[config.mk]
export PLATFORM = sky130hd
export DESIGN_NAME = uart_rx_ctrl
export DESIGN_NICKNAME = d
export VERILOG_FILES = /design/src/rtl/uart_rx_ctrl.sv
export SDC_FILE = /design/constraint.sdc
export NUM_CORES = 1
export LEC_CHECK = 0
export BUFFER_PORTS_ARGS = -buffer_cell sky130_fd_sc_hd__buf_2
export CAP_MARGIN = 20
export CORE_MARGIN = 2
export CORE_UTILIZATION = 55
export DETAILED_ROUTE_END_ITERATION = 8
export PLACE_DENSITY_LB_ADDON = 0.2
export SLEW_MARGIN = 25
export SYNTH_ARGS = -nofsm -noshare
export SYNTH_HDL_FRONTEND = slang
export SYNTH_SLANG_ARGS = --single-unit
export TNS_END_PERCENT = 5
[constraint.sdc]
create_clock -name clk -period 2.05 [get_ports clk]
set_clock_uncertainty 0.2 [all_clocks]
set_input_delay 0.3075 -clock clk [delete_from_list [all_inputs] [get_ports clk]]
set_output_delay 0.3075 -clock clk [all_outputs]
set_load 0.005 [all_outputs]
[src/rtl/uart_rx_ctrl.sv]
// uart_rx_ctrl -- receive-side sequencer for a UART baud tick divider.
// Detects the start bit, runs the divider (half period first, then full bit
// periods) and samples start, data, optional parity and stop bits mid-bit.
//
// Ports
//   clk         system clock
//   rst         synchronous active-high reset
//   rx          asynchronous serial line, idles high
//   baud_tick   one-cycle tick from the divider
//   baud_en     divider enable; low clears the divider count
//   half_bit    divider half-period select
//   rx_data     last good word, held until the next good frame
//   rx_valid    one-cycle pulse when rx_data updates
//   frame_err   one-cycle pulse when the stop bit is sampled low
//   parity_err  parity mismatch flag, valid alongside rx_valid
//   rx_busy     high whenever a frame is in progress
//
// state  | meaning
// IDLE   | waiting for a falling edge on the synchronized line
// START  | half-period wait, confirm start bit still low
// DATA   | sample DATA_W data bits, LSB first
// PARITY | sample the parity bit and record a mismatch
// STOP   | sample the stop bit, deliver the word or flag a framing error
module uart_rx_ctrl #(
  parameter int DATA_W     = 8,
  parameter int PARITY_EN  = 0,
  parameter int PARITY_ODD = 0
) (
  input  logic              clk,
  input  logic              rst,
  input  logic              rx,
  input  logic              baud_tick,
  output logic              baud_en,
  output logic              half_bit,
  output logic [DATA_W-1:0] rx_data,
  output logic              rx_valid,
  output logic              frame_err,
  output logic              parity_err,
  output logic              rx_busy
);

  localparam int   CNT_W   = $clog2(DATA_W) + 1;
  localparam logic PAR_ODD = 1'(PARITY_ODD);

  typedef enum logic [2:0] {IDLE, START, DATA, PARITY, STOP} state_t;

  state_t            state, state_d;
  logic              rx_meta, rx_s, rx_prev;
  logic [CNT_W-1:0]  bit_cnt, bit_cnt_d;
  logic [DATA_W-1:0] shift, shift_d;
  logic              par_bad, par_bad_d;
  logic              baud_en_d, half_bit_d;
  logic [DATA_W-1:0] rx_data_d;
  logic              rx_valid_d, frame_err_d, parity_err_d;
  logic              tick, fall;

  // A tick that arrives while the divider is disabled is stale; drop it.
  assign tick    = baud_tick & baud_en;
  assign fall    = ~rx_s & rx_prev;
  assign rx_busy = (state != IDLE);

  always_ff @(posedge clk) begin
    if (rst) begin
      rx_meta    <= 1'b1;
      rx_s       <= 1'b1;
      rx_prev    <= 1'b1;
      state      <= IDLE;
      bit_cnt    <= '0;
      shift      <= '0;
      par_bad    <= 1'b0;
      baud_en    <= 1'b0;
      half_bit   <= 1'b0;
      rx_data    <= '0;
      rx_valid   <= 1'b0;
      frame_err  <= 1'b0;
      parity_err <= 1'b0;
    end else begin
      rx_meta    <= rx;
      rx_s       <= rx_meta;
      rx_prev    <= rx_s;
      state      <= state_d;
      bit_cnt    <= bit_cnt_d;
      shift      <= shift_d;
      par_bad    <= par_bad_d;
      baud_en    <= baud_en_d;
      half_bit   <= half_bit_d;
      rx_data    <= rx_data_d;
      rx_valid   <= rx_valid_d;
      frame_err  <= frame_err_d;
      parity_err <= parity_err_d;
    end
  end

  always_comb begin
    state_d      = state;
    bit_cnt_d    = bit_cnt;
    shift_d      = shift;
    par_bad_d    = par_bad;
    baud_en_d    = baud_en;
    half_bit_d   = half_bit;
    rx_data_d    = rx_data;
    rx_valid_d   = 1'b0;
    frame_err_d  = 1'b0;
    parity_err_d = 1'b0;

    unique case (state)
      IDLE: begin
        baud_en_d  = 1'b0;
        half_bit_d = 1'b0;
        if (fall) begin
          state_d    = START;
          baud_en_d  = 1'b1;
          half_bit_d = 1'b1;
        end
      end
      START: begin
        if (tick) begin
          half_bit_d = 1'b0;
          if (!rx_s) begin
            state_d   = DATA;
            bit_cnt_d = '0;
            par_bad_d = 1'b0;
          end else begin
            state_d   = IDLE;
            baud_en_d = 1'b0;
          end
        end
      end
      DATA: begin
        if (tick) begin
          // Right shift: the first (LSB) bit ends up at bit 0.
          shift_d   = {rx_s, shift[DATA_W-1:1]};
          bit_cnt_d = bit_cnt + 1'b1;
          if (bit_cnt == CNT_W'(DATA_W - 1))
            state_d = (PARITY_EN != 0) ? PARITY : STOP;
        end
      end
      PARITY: begin
        if (tick) begin
          par_bad_d = ^shift ^ rx_s ^ PAR_ODD;
          state_d   = STOP;
        end
      end
      STOP: begin
        if (tick) begin
          if (rx_s) begin
            rx_data_d    = shift;
            rx_valid_d   = 1'b1;
            parity_err_d = par_bad;
          end else begin
            frame_err_d = 1'b1;
          end
          // Leaving at mid stop bit leaves time to catch a back-to-back start.
          state_d   = IDLE;
          baud_en_d = 1'b0;
        end
      end
      default: begin
        state_d   = IDLE;
        baud_en_d = 1'b0;
      end
    endcase
  end

endmodule

# Word level (Yosys, flattened, before mapping)
# Cells that the tools add are included.
# totals
regBits	32
input_bits	4
output_inout_bits	14
elab_cells	73
# classes
addsub	1
eq_ne	13
mux	24
bitwise	7
n_reduce_logical	15
# op_table
op	n
2-to-1 mux 3 bit	6
!= test 2 bit (second input constant)	8
case mux 3 bit (5 select lines)	1
2-to-1 mux 4 bit	3
2-to-1 mux 1 bit	9
case mux 4 bit (2 select lines)	1
AND reduction 4 bit	2
parity 8 bit	1
equality test 3 x 2 -> 1 bit (second input constant)	2
AND reduction 3 bit	2
AND reduction 6 bit	1
nonzero test 2 bit	3
adder 4 x 1 -> 4 bit (second input constant)	1
equality test 4 x 3 -> 1 bit (second input constant)	1
NOT 1 bit	4
case mux 1 bit (2 select lines)	2
case mux 1 bit (4 select lines)	1
AND reduction 2 bit	2
equality test 3 x 1 -> 1 bit (second input constant)	1
equality test 3 bit (second input constant)	1
zero test 3 bit	1
nonzero test 3 bit	1
OR reduction 3 bit	1
bitwise AND 1 bit	2
3 further kinds	3

# Logic depth before layout (Yosys ltp)
# Gate-level depths: netlist (run 1).
# depth
depth_word	4
ltp_mapped	7
depth_no_buf	6

# Worst setup path after synthesis (run 1)
# Ideal clock, no wire load.
# synth_timing
path_kind	reg-to-reg
start	reg rx_s
end	reg par_bad
setup_ps	67
arrival_ps	1405
required_time_ps	1783
path_slack_ps	378
stages_incl_launch_ff	7
path_buffers	1
synth_period_minus_slack_ps	1672
path_cell_list	dfxtp_1 -> buf_6 -> xnor2_1 -> xnor3_1 -> xnor2_1 -> a32o_2 -> a21oi_2
# synth_via
elab_chain_cells	3
word_cells_on_any_way	5
cone_classes	mux (4); bitwise (1)
# synth_lines
item	line_no	rtl
start: declaration	48	logic rx_meta, rx_s, rx_prev;
start signal: assignment	79	rx_s <= rx_meta;
bitwise XOR 1 bit or 2-to-1 mux 1 bit (tied branches)	--	
2-to-1 mux 1 bit, on equally long branches	--	
case mux 1 bit (2 select lines) (*)	106	unique case (state)
end signal: assignment	84	par_bad <= par_bad_d;
end: declaration	51	logic par_bad, par_bad_d;
# Mark *: on every way between the ends. The rest lies on a longest branch, timed or not. The select of a mux whose other input is x is not followed.
# A chain may end at the register's enable or synchronous reset.

# Final worst setup path (run 1)
# Ends and elaborated chain as after synthesis.

==> reports/metrics.yaml, run 1 <==
run_status:
  status: "completed"
power_and_ir_drop:
  seq_power_share_pct: 60.1
  p_int_w: 0.000812
  ir_drop_mv: 0.435
  p_sw_share_pct: 23.0
  p_comb_share_pct: 3.7
  p_leak_nw: 0.670
  clkPwrFrac_pct: 36.2
  switchingPower_w: 0.000242
  p_per_area_mw_per_mm2: 685
setup_path:
  crit_slowest_cell: "dfxtp_1"
  cp_cell_sequence: "xnor2_1, xnor3_1, xnor2_1, a32o_2, a21oi_2"
  crit_path_start: "rx_s"
  critPathBufInv: 0
  slowest_delay_ns: 0.52
  regToRegStartpoint: "rx_s"
  cp_common_cell: "xnor2_1"
  arrival_ns: 1.92
  crit_family: "XOR/XNOR gates"
  cp-start-kind: "flop"
  path_max_fanout: 8
  worstPathRequired_ns: 2.13
  critPathCaptureType: "flop"
  crit_type: "flop to flop"
floorplanning:
  ios: 18
  core_area_sq_mm: 0.00243
  fp.dieH_um: 54.0
  rows: 18
  die_w_um: 54.0
  die-area_sq_mm: 0.00292
  initial_core_util_pct: 56.6
timing:
  tightest_slew_ns: 0.512
  worst_slack_ns: 0.211
  tns_ns: 0
  relSlewSlack_pct: 65.9
  hold_viol_final: 0
  drv_slew: 0
  rsz0062_at_grt: "false"
  setup_viol: 0
  hold_ws_ns: 0.134
  max_clock_freq_mhz: 544
  post-route-period-util_pct: 89.7
  min_period_ns: 1.84
clock_network:
  cts_tree: "yes"
  cts_buffers: 5
  clock-sinks: 32
  cts_max_level: 2
  ctsLongestPathBuffers: 2
  cts-resized-gates: 0
  root_buffer: "clkbuf_4"
  clk_pin_slew_ns: 0.10
  insertion_delay_ns: 0.34
finish:
  final_common_cell: "dfxtp_1"
  areaGrowthSynthToFinish_pct: 11.8
  final_util_pct: 63.3
  antenna_cells: 0
  drive_gt1_share_pct: 21.5
  nets: 176
  layout_common_cells: "dfxtp_1, nand2_1, a21oi_1, buf_2, nor2_1"
synth:
  syn_area_sq_mm: 0.00138
  synthSimpleGateAreaFrac_pct: 22.5
  yosysSeqAreaShare_pct: 46.5
  synth_cell_types: 37
  synth.ff_latch_count: 32
  ys.warnings.count: 0
  synthXorXnorAreaFrac_pct: 6.82
  async_flop_share_pct: 0
  synth_top_family_by_area: "simple AND/OR/NAND/NOR gates"
  synth_edf_count: 0
  synthFlopType: "dfxtp_1"
  synth_area_leaders: "dfxtp_1, nand2_1, a21oi_1"
  yosysTopAreaCell: "dfxtp_1"
  synthMuxAreaShare_pct: 5.82
  syn_nets: 158
  synth_compound_area_share_pct: 13.2
  synthAdderAreaFrac_pct: 0.909
  synthCells: 153
  syn_avg_cell_area_sq_um: 9.00
  synth_top_area_share_pct: 46.5
routing:
  routedWlPerCell_um: 13.0
  drt-total-wl_um: 2620
  first_pass_iters: 4
  viasPerCell: 5.51
  ant_nets: 0
  via_count: 1113
  drtIter0Drc: 17
  route.detailed.drc: 0
place:
  gp_congestion: 0.813
  dp_hpwl_um: 1780
  dp_slack_ns: 0.134
  numPortBuffers: 17
global_route:
  grt_pass1_wl_um: 4370
  antenna_found_initial: 0
  grt_overflow: 0
  grt_max_degree: 31
  gr-usage-all-layers_pct: 21.6
  grt_pass1_vias: 1001
flow_run:
  maxCapViolations: 0
hold_path:
  min_from: "baud_tick"
  hp-class: "input port to flop"
-- metal layers --
layer	up-vias	GRT usage [%]	wire length (um)
met4	0	13.8	53
met3	6	5.83	124
li1	558	-	-
met1	522	25.5	1200
met5	-	0	0
met2	27	34.3	1240
-- final timing paths --
kind	cells after the start	slack, ns	endpoint
hold reg to reg	1	0.22	rx_s
hold / removal	4	0.13	baud_en
setup / recovery	5	0.21	par_bad
setup reg to reg	5	0.21	par_bad
-- registers in the layout, summed over array words and instances (netlist names) --
signal and flops:
baud_en 1, bit_cnt 4, frame_err 1, half_bit 1, par_bad 1, parity_err 1
rx_data 8, rx_meta 1, rx_prev 1, rx_s 1, rx_valid 1, shift 8
state 3
-- power by group through the flow --
stage | registers [W] | clock network, W | logic (W)
2_1_floorplan | 0.000643 | 0 | 0.0000338
3_3_place_gp | 0.000648 | 0 | 0.0000368
3_5_place_dp | 0.000648 | 0 | 0.0000377
4_1_cts | 0.000633 | 0.000385 | 0.0000395
5_1_grt | 0.000635 | 0.000414 | 0.0000442
6_report | 0.000634 | 0.000381 | 0.0000391
-- through the flow --
stage / total power (W) / area, sq um / cells
final: 0.00105 / 1540 / 202
after global routing: 0.00109 / 1540 / 202
after CTS: 0.00106 / 1530 / 201
after detailed placement: 0.000686 / 1460 / 192
after global placement: 0.000684 / 1460 / 192
after floorplan: 0.000676 / 1380 / 153
-- Yosys cell counts, types with 3 or more instances --
cell type,number
nand4_1,4
nand2_1,27
nand3b_1,3
buf_2,5
dfxtp_1,32
and2_1,4
mux2i_1,8
xnor2_1,3
clkbuf_1,4
a21oi_1,17
nor2_1,14
or2_2,3
-- layout make-up --
class / instances / area [sq um]
Tap cell: 30 / 37.5
Inverter: 2 / 7.51
Sequential cell: 32 / 641
Timing Repair Buffer: 21 / 118
Clock buffer: 8 / 58.8
Multi-Input combinational cell: 109 / 677
Fill cell: 209 / 893
-- what timing repair did --
| action | in CTS | in global routing |
|---|---|---|
| hold buffers | 1 | 0 |
| buffers inserted | 0 | 1 |
| setup endpoints to repair | 0 | 5 |
| hold endpoints to repair | 1 | 0 |
-- cells by family after synthesis --
group / count (synthesis)
compound gates: 28
xor+xnor: 7
fa+ha+maj: 1
buf+inv: 12
flops: 32
mux: 8
simple gates: 65
-- worst reg2reg max path, delay by kind of cell (launching register included) --
kind	cells	cell delay (ns)
flip-flops	1	0.52
AO/OA/AOI/OAI	2	0.40
XOR/XNOR	3	0.66
Note: power is estimated with default switching activity, not from simulation.
==> run 2: changes to the inputs <==
--- a/config.mk
+++ b/config.mk
@@ -11,6 +11,7 @@
 export CORE_UTILIZATION = 55
 export DETAILED_ROUTE_END_ITERATION = 8
 export PLACE_DENSITY_LB_ADDON = 0.2
+export RECOVER_POWER = 100
 export SLEW_MARGIN = 25
 export SYNTH_ARGS = -nofsm -noshare
 export SYNTH_HDL_FRONTEND = slang
==> run 2 against run 1 <==
Sequential power is essentially flat. Via count decreased by 0.18%. Die area stayed put. First-iteration DRC count shrank 41%. Largest cell class unchanged. Highest routed layer unchanged.
==> reports/metrics.yaml, run 2 (same netlist as run 1, synthesis figures left out) <==
routing:
  drt-total-wl_um: 2620  # about the same
  viasPerCell: 5.50  # was 5.51
  via_count: 1111  # was 1113
  ant_nets: 0  # unchanged
  drtIter0Drc: 10  # was 17
  route.detailed.drc: 0  # unchanged
  first_pass_iters: 4  # unchanged
  routedWlPerCell_um: 13.0  # about the same
floorplanning:
  die_w_um: 54.0  # unchanged
  core_area_sq_mm: 0.00243  # unchanged
  die-area_sq_mm: 0.00292  # unchanged
  fp.dieH_um: 54.0  # unchanged
  initial_core_util_pct: 56.6  # unchanged
  rows: 18  # unchanged
  ios: 18  # unchanged
global_route:
  grt_overflow: 0  # unchanged
  grt_max_degree: 31  # unchanged
  grt_pass1_vias: 1001  # unchanged
  grt_pass1_wl_um: 4370  # unchanged
  antenna_found_initial: 0  # unchanged
  gr-usage-all-layers_pct: 21.6  # unchanged
power_and_ir_drop:
  p_int_w: 0.000811  # was 0.000812 W
  seq_power_share_pct: 60.3  # was 60.1%
  p_per_area_mw_per_mm2: 693  # was 685 mW/mm^2
  clkPwrFrac_pct: 36.0  # was 36.2%
  p_leak_nw: 0.614  # was 0.670 nW
  p_sw_share_pct: 22.8  # was 23.0%
  ir_drop_mv: 0.428  # was 0.435 mV
  switchingPower_w: 0.000239  # was 0.000242 W
  p_comb_share_pct: 3.6  # was 3.7%
place:
  dp_hpwl_um: 1780  # unchanged
  dp_cells: 192  # unchanged
  numPortBuffers: 17  # unchanged
  placedInstanceArea_sq_mm: 0.00146  # unchanged
  gp_congestion: 0.813  # unchanged
setup_path:
  worstPathRequired_ns: 1.54  # was 2.13 ns
  r2r_cells: 5  # unchanged
  arrival_ns: 1.39  # was 1.92 ns
  crit_family: "simple AND/OR/NAND/NOR gates"  # was XOR/XNOR gates
  cp-start-kind: "flop"  # unchanged
  reg2reg_setup_slack_ns: 0.19  # was 0.21 ns
  critPathBufInv: 1  # was 0
  crit_type: "flop to primary output"  # was flop to flop
  crit_slowest_cell: "dfxtp_1"  # unchanged
  cp_cell_sequence: "nor2_1, nand2_1, clkbuf_1"  # was xnor2_1, xnor3_1, xnor2_1, a32o_2, a21oi_2
  slowest_delay_ns: 0.43  # was 0.52 ns
  r2r_end: "par_bad"  # unchanged
  critPathCaptureType: "primary output"  # was flop
  regToRegStartpoint: "rx_s"  # unchanged
  path_max_fanout: 10  # was 8
finish:
  layout_common_cells: "dfxtp_1, nand2_1, a21oi_1"  # was dfxtp_1, nand2_1, a21oi_1, buf_2, nor2_1
  fillers: 218  # was 209
  largestRegisters: "rx_data: 8 flops, shift: 8 flops, bit_cnt: 4 flops"  # unchanged
  instances_no_fill: 202  # unchanged
  antenna_cells: 0  # unchanged
  drive_gt1_share_pct: 13.4  # was 21.5%
  final_area_sq_mm: 0.00152  # was 0.00154 sq mm
  areaGrowthSynthToFinish_pct: 10.1  # was 11.8%
  nets: 176  # unchanged
  final_common_cell: "dfxtp_1"  # unchanged
  multi_input_area_sq_um: 673  # was 677 sq um
  regArea_sq_um: 641  # unchanged
hold_path:
  min_from: "baud_tick"  # unchanged
  hold-path-endpoint: "baud_en"  # unchanged
  holdPathStages: 4  # unchanged
  hp-class: "input port to flop"  # unchanged
timing:
  tightest_slew_ns: 1.23  # was 0.512 ns
  min_period_ns: 1.90  # was 1.84 ns
  tns_ns: 0  # unchanged
  post-route-period-util_pct: 92.7  # was 89.7%
  drv_slew: 0  # unchanged
  relSlewSlack_pct: 17.8  # was 65.9%
  hold_viol_final: 0  # unchanged
  rsz0062_at_grt: "false"  # unchanged
  max_clock_freq_mhz: 526  # was 544 MHz
  setup_viol: 0  # unchanged
clock_network:
  clk_pin_slew_ns: 0.09  # was 0.10 ns
  cts_max_level: 2  # unchanged
  root_buffer: "clkbuf_4"  # unchanged
  cts_tree: "yes"  # unchanged
  clock-sinks: 32  # unchanged
  insertion_delay_ns: 0.34  # about the same
  ctsLongestPathBuffers: 2  # unchanged
  cts_buffers: 5  # unchanged
run_status:
  status: "completed"  # unchanged
flow_run:
  maxCapViolations: 0  # unchanged
run 2: cell types whose count changed in the layout (fill, tap and decap cells not counted), moves of 2 or more:
cell	before	now
and2_0	0	2
buf_4	3	1
clkbuf_1	2	14
clkbuf_2	0	2
buf_2	17	5
and2_1	4	2
run 2: cell type report:
class,instances,share of cell area (%)
clock buffer,8,3.88
timing repair buffer,21,6.44
multi-input combinational,109,44.4
sequential,32,42.3
inverter,2,0.495
tap,30,2.48
run 2: worst reg2reg max path, stage by stage (launching register included):
cell and delay (ns):
dfxtp_1 0.53, xnor2_1 0.19, xnor3_1 0.34, xnor2_1 0.14, a32o_1 0.28, a21oi_2 0.13
run 2: worst max-delay path by stage:
stage,slack [ns],end,cells after the start,start
after floorplan,0.38,par_bad,6,rx_s
after global placement,0.18,rx_data[7],4,state[0]
after detailed placement,0.13,rx_data[0],5,baud_tick
after CTS,0.12,rx_data[0],4,state[0]
after global routing,0.05,shift[2],5,state[1]
final,0.15,rx_busy,3,state[0]
run 2: what timing repair did:
action,CTS,global route
endpoints found under the setup margin,0,5
endpoints found under the hold margin,1,0
setup buffers,0,1
gates resized for setup,0,0
hold buffers,1,0
run 2: through the flow:
step	total power, W	hold WS (ns)	util [%]	setup slack [ns]
floorplan	0.000676	0.187	-	0.378
global placement	0.000684	0.191	60.1	0.182
detailed placement	0.000686	0.200	60.1	0.134
CTS	0.00106	0.114	63.0	0.115
global route	0.00109	0.113	62.3	0.0545
finish	0.00105	0.144	62.3	0.149
run 2: layer usage:
layer | up-vias | share of wire (%) | GRT usage [%]
li1 | 557 | - | -
met4 | 0 | 1.9 | 13.8
met1 | 519 | 45 | 25.5
met3 | 5 | 5.4 | 5.83
met5 | - | 0 | 0
met2 | 30 | 47 | 34.3
run 2: power groups by stage:
stage / combinational (W) / clock [W] / sequential [W]
2_1_floorplan: 0.0000338 / 0 / 0.000643
3_3_place_gp: 0.0000368 / 0 / 0.000648
3_5_place_dp: 0.0000377 / 0 / 0.000648
4_1_cts: 0.0000395 / 0.000385 / 0.000633
5_1_grt: 0.0000429 / 0.000414 / 0.000635
6_report: 0.0000381 / 0.000378 / 0.000634
==> run 3: changes to the inputs <==
--- a/config.mk
+++ b/config.mk
@@ -5,10 +5,12 @@
 export SDC_FILE = /design/constraint.sdc
 export NUM_CORES = 1
 export LEC_CHECK = 0
+export ABC_AREA = 1
 export BUFFER_PORTS_ARGS = -buffer_cell sky130_fd_sc_hd__buf_2
 export CAP_MARGIN = 20
 export CORE_MARGIN = 2
-export CORE_UTILIZATION = 55
+export CORE_UTILIZATION = 59
+export CTS_BUF_LIST = sky130_fd_sc_hd__clkbuf_4
 export DETAILED_ROUTE_END_ITERATION = 8
 export PLACE_DENSITY_LB_ADDON = 0.2
 export RECOVER_POWER = 100
==> run 3 against run 2 <==
Power up 18%. Final area grew 2.9%. Sequential share of layout area fell by 1.2 points. Maximum frequency increased by 13%. Critical path depth grew 6. Flip-flop and latch count did not move. Sequential power grew 2%. Clock power grew 28%. Critical endpoint is now state[2]. Largest cell class is now sequential cells.
==> reports/metrics.yaml, run 3 <==
run_status:
  status: "completed"  # unchanged
power_and_ir_drop:
  ir_drop_mv: 0.611  # was 0.428 mV
  p_per_area_mw_per_mm2: 796  # was 693 mW/mm^2
  p_sw_share_pct: 24.2  # was 22.8%
  p_int_w: 0.000941  # was 0.000811 W
  switchingPower_w: 0.000301  # was 0.000239 W
  seq_power_share_pct: 52.2  # was 60.3%
  clkPwrFrac_pct: 39.0  # was 36.0%
  p_comb_share_pct: 8.8  # was 3.6%
  p_leak_nw: 0.754  # was 0.614 nW
synth:
  synthFlopType: "dfxtp_1"  # unchanged
  async_flop_share_pct: 0  # unchanged
  synth_edf_count: 0  # unchanged
  ys.warnings.count: 0  # unchanged
  yosysSeqAreaShare_pct: 45.6  # was 46.5%
  synth_cell_types: 28  # was 37
  syn_area_sq_mm: 0.00141  # was 0.00138 sq mm
  synthCells: 184  # was 153
  synth.ff_latch_count: 32  # unchanged
  syn_nets: 189  # was 158
  synth_area_leaders: "dfxtp_1, nand2_1, nor2_1"  # was dfxtp_1, nand2_1, a21oi_1
  yosysTopAreaCell: "dfxtp_1"  # unchanged
  synth_top_area_share_pct: 45.6  # was 46.5%
  ys_top_cells_by_count: "dfxtp_1, nand2_1, nor2_1, inv_1, a21oi_1"  # was dfxtp_1, nand2_1, a21oi_1, nor2_1, mux2i_1
  syn_avg_cell_area_sq_um: 7.64  # was 9.00 sq um
place:
  dp_hpwl_um: 1970  # was 1780 um
  numPortBuffers: 17  # unchanged
  dp_cells: 225  # was 192
  dp_slack_ns: 0.423  # was 0.134 ns
  gp_congestion: 0.869  # was 0.813
routing:
  via_count: 1188  # was 1111
  route.detailed.drc: 0  # unchanged
  ant_nets: 0  # unchanged
  routedWlPerCell_um: 11.8  # was 13.0 um
  drtIter0Drc: 24  # was 10
  drt-total-wl_um: 2770  # was 2620 um
  first_pass_iters: 4  # unchanged
  viasPerCell: 5.08  # was 5.50
clock_network:
  cts_tree: "yes"  # unchanged
  root_buffer: "clkbuf_4"  # unchanged
  clk_pin_slew_ns: 0.10  # was 0.09 ns
  cts_buffers: 5  # unchanged
  clock-sinks: 32  # unchanged
  cts_max_level: 2  # unchanged
  ctsLongestPathBuffers: 2  # unchanged
  cts-resized-gates: 0  # unchanged
  insertion_delay_ns: 0.33  # was 0.34 ns
setup_path:
  r2r_cells: 9  # was 5
  regToRegStartpoint: "bit_cnt[0]"  # was rx_s
  crit_path_start: "bit_cnt[0]"  # was state[0]
  path_max_fanout: 4  # was 10
  crit_slowest_cell: "dfxtp_1"  # unchanged
  critPathCaptureType: "flop"  # was primary output
  r2r_end: "state[2]"  # was par_bad
  crit_type: "flop to flop"  # was flop to primary output
  setup.worst_path.end: "state[2]"  # was rx_busy
  worstPathRequired_ns: 2.11  # was 1.54 ns
  cp_cell_sequence: "ha_1, nand2_1, nor2_1, nor2_1, a21oi_1, nand3_2, nand2_1, nand2_1, nor2_1"  # was nor2_1, nand2_1, clkbuf_1
  arrival_ns: 1.74  # was 1.39 ns
  reg2reg_setup_slack_ns: 0.37  # was 0.19 ns
  slowest_delay_ns: 0.38  # was 0.43 ns
  cp-start-kind: "flop"  # unchanged
hold_path:
  hp-class: "input port to flop"  # unchanged
floorplanning:
  core_area_sq_mm: 0.00223  # was 0.00243 sq mm
  ios: 18  # unchanged
  die-area_sq_mm: 0.00279  # was 0.00292 sq mm
  die_w_um: 52.8  # was 54.0 um
  fp.dieH_um: 52.8  # was 54.0 um
  rows: 17  # was 18
  initial_core_util_pct: 62.9  # was 56.6%
flow_run:
  maxCapViolations: 0  # unchanged
finish:
  antenna_cells: 0  # unchanged
  nets: 210  # was 176
  drive_gt1_share_pct: 16.5  # was 13.4%
  instances_no_fill: 234  # was 202
  largestRegisters: "rx_data: 8 flops, shift: 8 flops, bit_cnt: 4 flops"  # unchanged
  final_util_pct: 69.8  # was 62.3%
  layout_common_cells: "nor2_1, nand2_1, dfxtp_1"  # was dfxtp_1, nand2_1, a21oi_1
  areaGrowthSynthToFinish_pct: 11.0  # was 10.1%
  fillers: 199  # was 218
  final_common_cell: "nor2_1"  # was dfxtp_1
timing:
  tightest_slew_ns: 0.549  # was 1.23 ns
  rsz0062_at_grt: "false"  # unchanged
  max_clock_freq_mhz: 596  # was 526 MHz
  relSlewSlack_pct: 63.4  # was 17.8%
  drv_slew: 0  # unchanged
  post-route-period-util_pct: 81.9  # was 92.7%
  min_period_ns: 1.68  # was 1.90 ns
  worst_slack_ns: 0.371  # was 0.149 ns
  tns_ns: 0  # unchanged
  hold_ws_ns: 0.218  # was 0.144 ns
  setup_viol: 0  # unchanged
  hold_viol_final: 0  # unchanged
global_route:
  grt_pass1_vias: 1126  # was 1001
  grt_max_degree: 21  # was 31
  gr-usage-all-layers_pct: 23.6  # was 21.6%
  antenna_found_initial: 0  # unchanged
  grt_overflow: 0  # unchanged
  grt_pass1_wl_um: 4770  # was 4370 um
==> run 3: cell types whose count changed after synthesis, moves of 4 or more <==
cell and delta:
mux2i_1 -8, nand2_1 +5, buf_2 -5, o21ai_0 +9, a21oi_2 +5, nand3_1 +5
and2_1 -4, o21ai_1 +8, nor2_1 +18, inv_1 +14, nand4_1 -4, a21oi_1 -6
==> run 3: how the worst min path moves through the flow <==
| stage | start | endpoint | slack, ns | cells after the start |
|---|---|---|---|---|
| finish | rst | rx_valid | 0.22 | 2 |
| global route | rx_meta | rx_s | 0.25 | 1 |
| CTS | rst | bit_cnt[1] | 0.11 | 2 |
| detailed placement | rx_meta | rx_s | 0.20 | 1 |
| global placement | rx_meta | rx_s | 0.20 | 1 |
| floorplan | rx_meta | rx_s | 0.19 | 1 |
==> run 3: per-stage QoR <==
| stage | power, W | cell area, sq um |
|---|---|---|
| floorplan | 0.000742 | 1410 |
| global placement | 0.000768 | 1500 |
| detailed placement | 0.000771 | 1500 |
| CTS | 0.00125 | 1590 |
| global route | 0.00129 | 1560 |
| finish | 0.00124 | 1560 |
==> run 3: cells by family after synthesis <==
family | Yosys count | share of synthesized area (%)
AND/OR/NAND/NOR | 84 | 27.3
XOR/XNOR | 4 | 2.49
AO/OA/AOI/OAI | 38 | 16.0
flip-flops | 32 | 45.6
adder cells (fa/ha/maj) | 1 | 0.890
buffers and inverters | 25 | 7.66
==> run 3: timing repair <==
action / in CTS / in global routing
hold buffers: 1 / 0
hold endpoints to repair: 1 / 0
endpoints found under the setup margin: 0 / 0
buffers inserted: 0 / 0
==> run 3: power groups by stage <==
| stage | Clock [W] | Combinational, W | Sequential (W) |
|---|---|---|---|
| floorplan | 0 | 0.0000806 | 0.000661 |
| finish | 0.000484 | 0.000109 | 0.000648 |
| global placement | 0 | 0.000105 | 0.000663 |
| global route | 0.000518 | 0.000121 | 0.000650 |
| CTS | 0.000490 | 0.000112 | 0.000649 |
| detailed placement | 0 | 0.000108 | 0.000663 |
==> run 3: area by class of cell <==
cell class | instances | area (sq um) | share of cell area (%)
clock buffers | 6 | 45.0 | 2.89
inverters | 20 | 77.6 | 4.98
multi-input cells | 127 | 631 | 40.4
clock inverters | 2 | 35.0 | 2.25
flip-flops and latches | 32 | 641 | 41.1
well taps | 28 | 35.0 | 2.25
repair buffers | 19 | 95.1 | 6.10
==> run 3: metal layers <==
metal  GRT usage (%)  vias up  wire length (um)
met2            36.9       31              1310
li1                -      626                 -
met5               0        -                 0
met1            30.2      524              1320
met4            10.7        0                42
met3            6.29        7               107
==> run 3: worst max-delay path, delay by kind of cell, from the launching register on <==
| kind | cells | cell delay, ns |
|---|---|---|
| AOI/OAI and AO/OA | 1 | 0.22 |
| DFF | 1 | 0.38 |
| adders and majority gates | 1 | 0.19 |
| and+or+nand+nor | 7 | 0.64 |
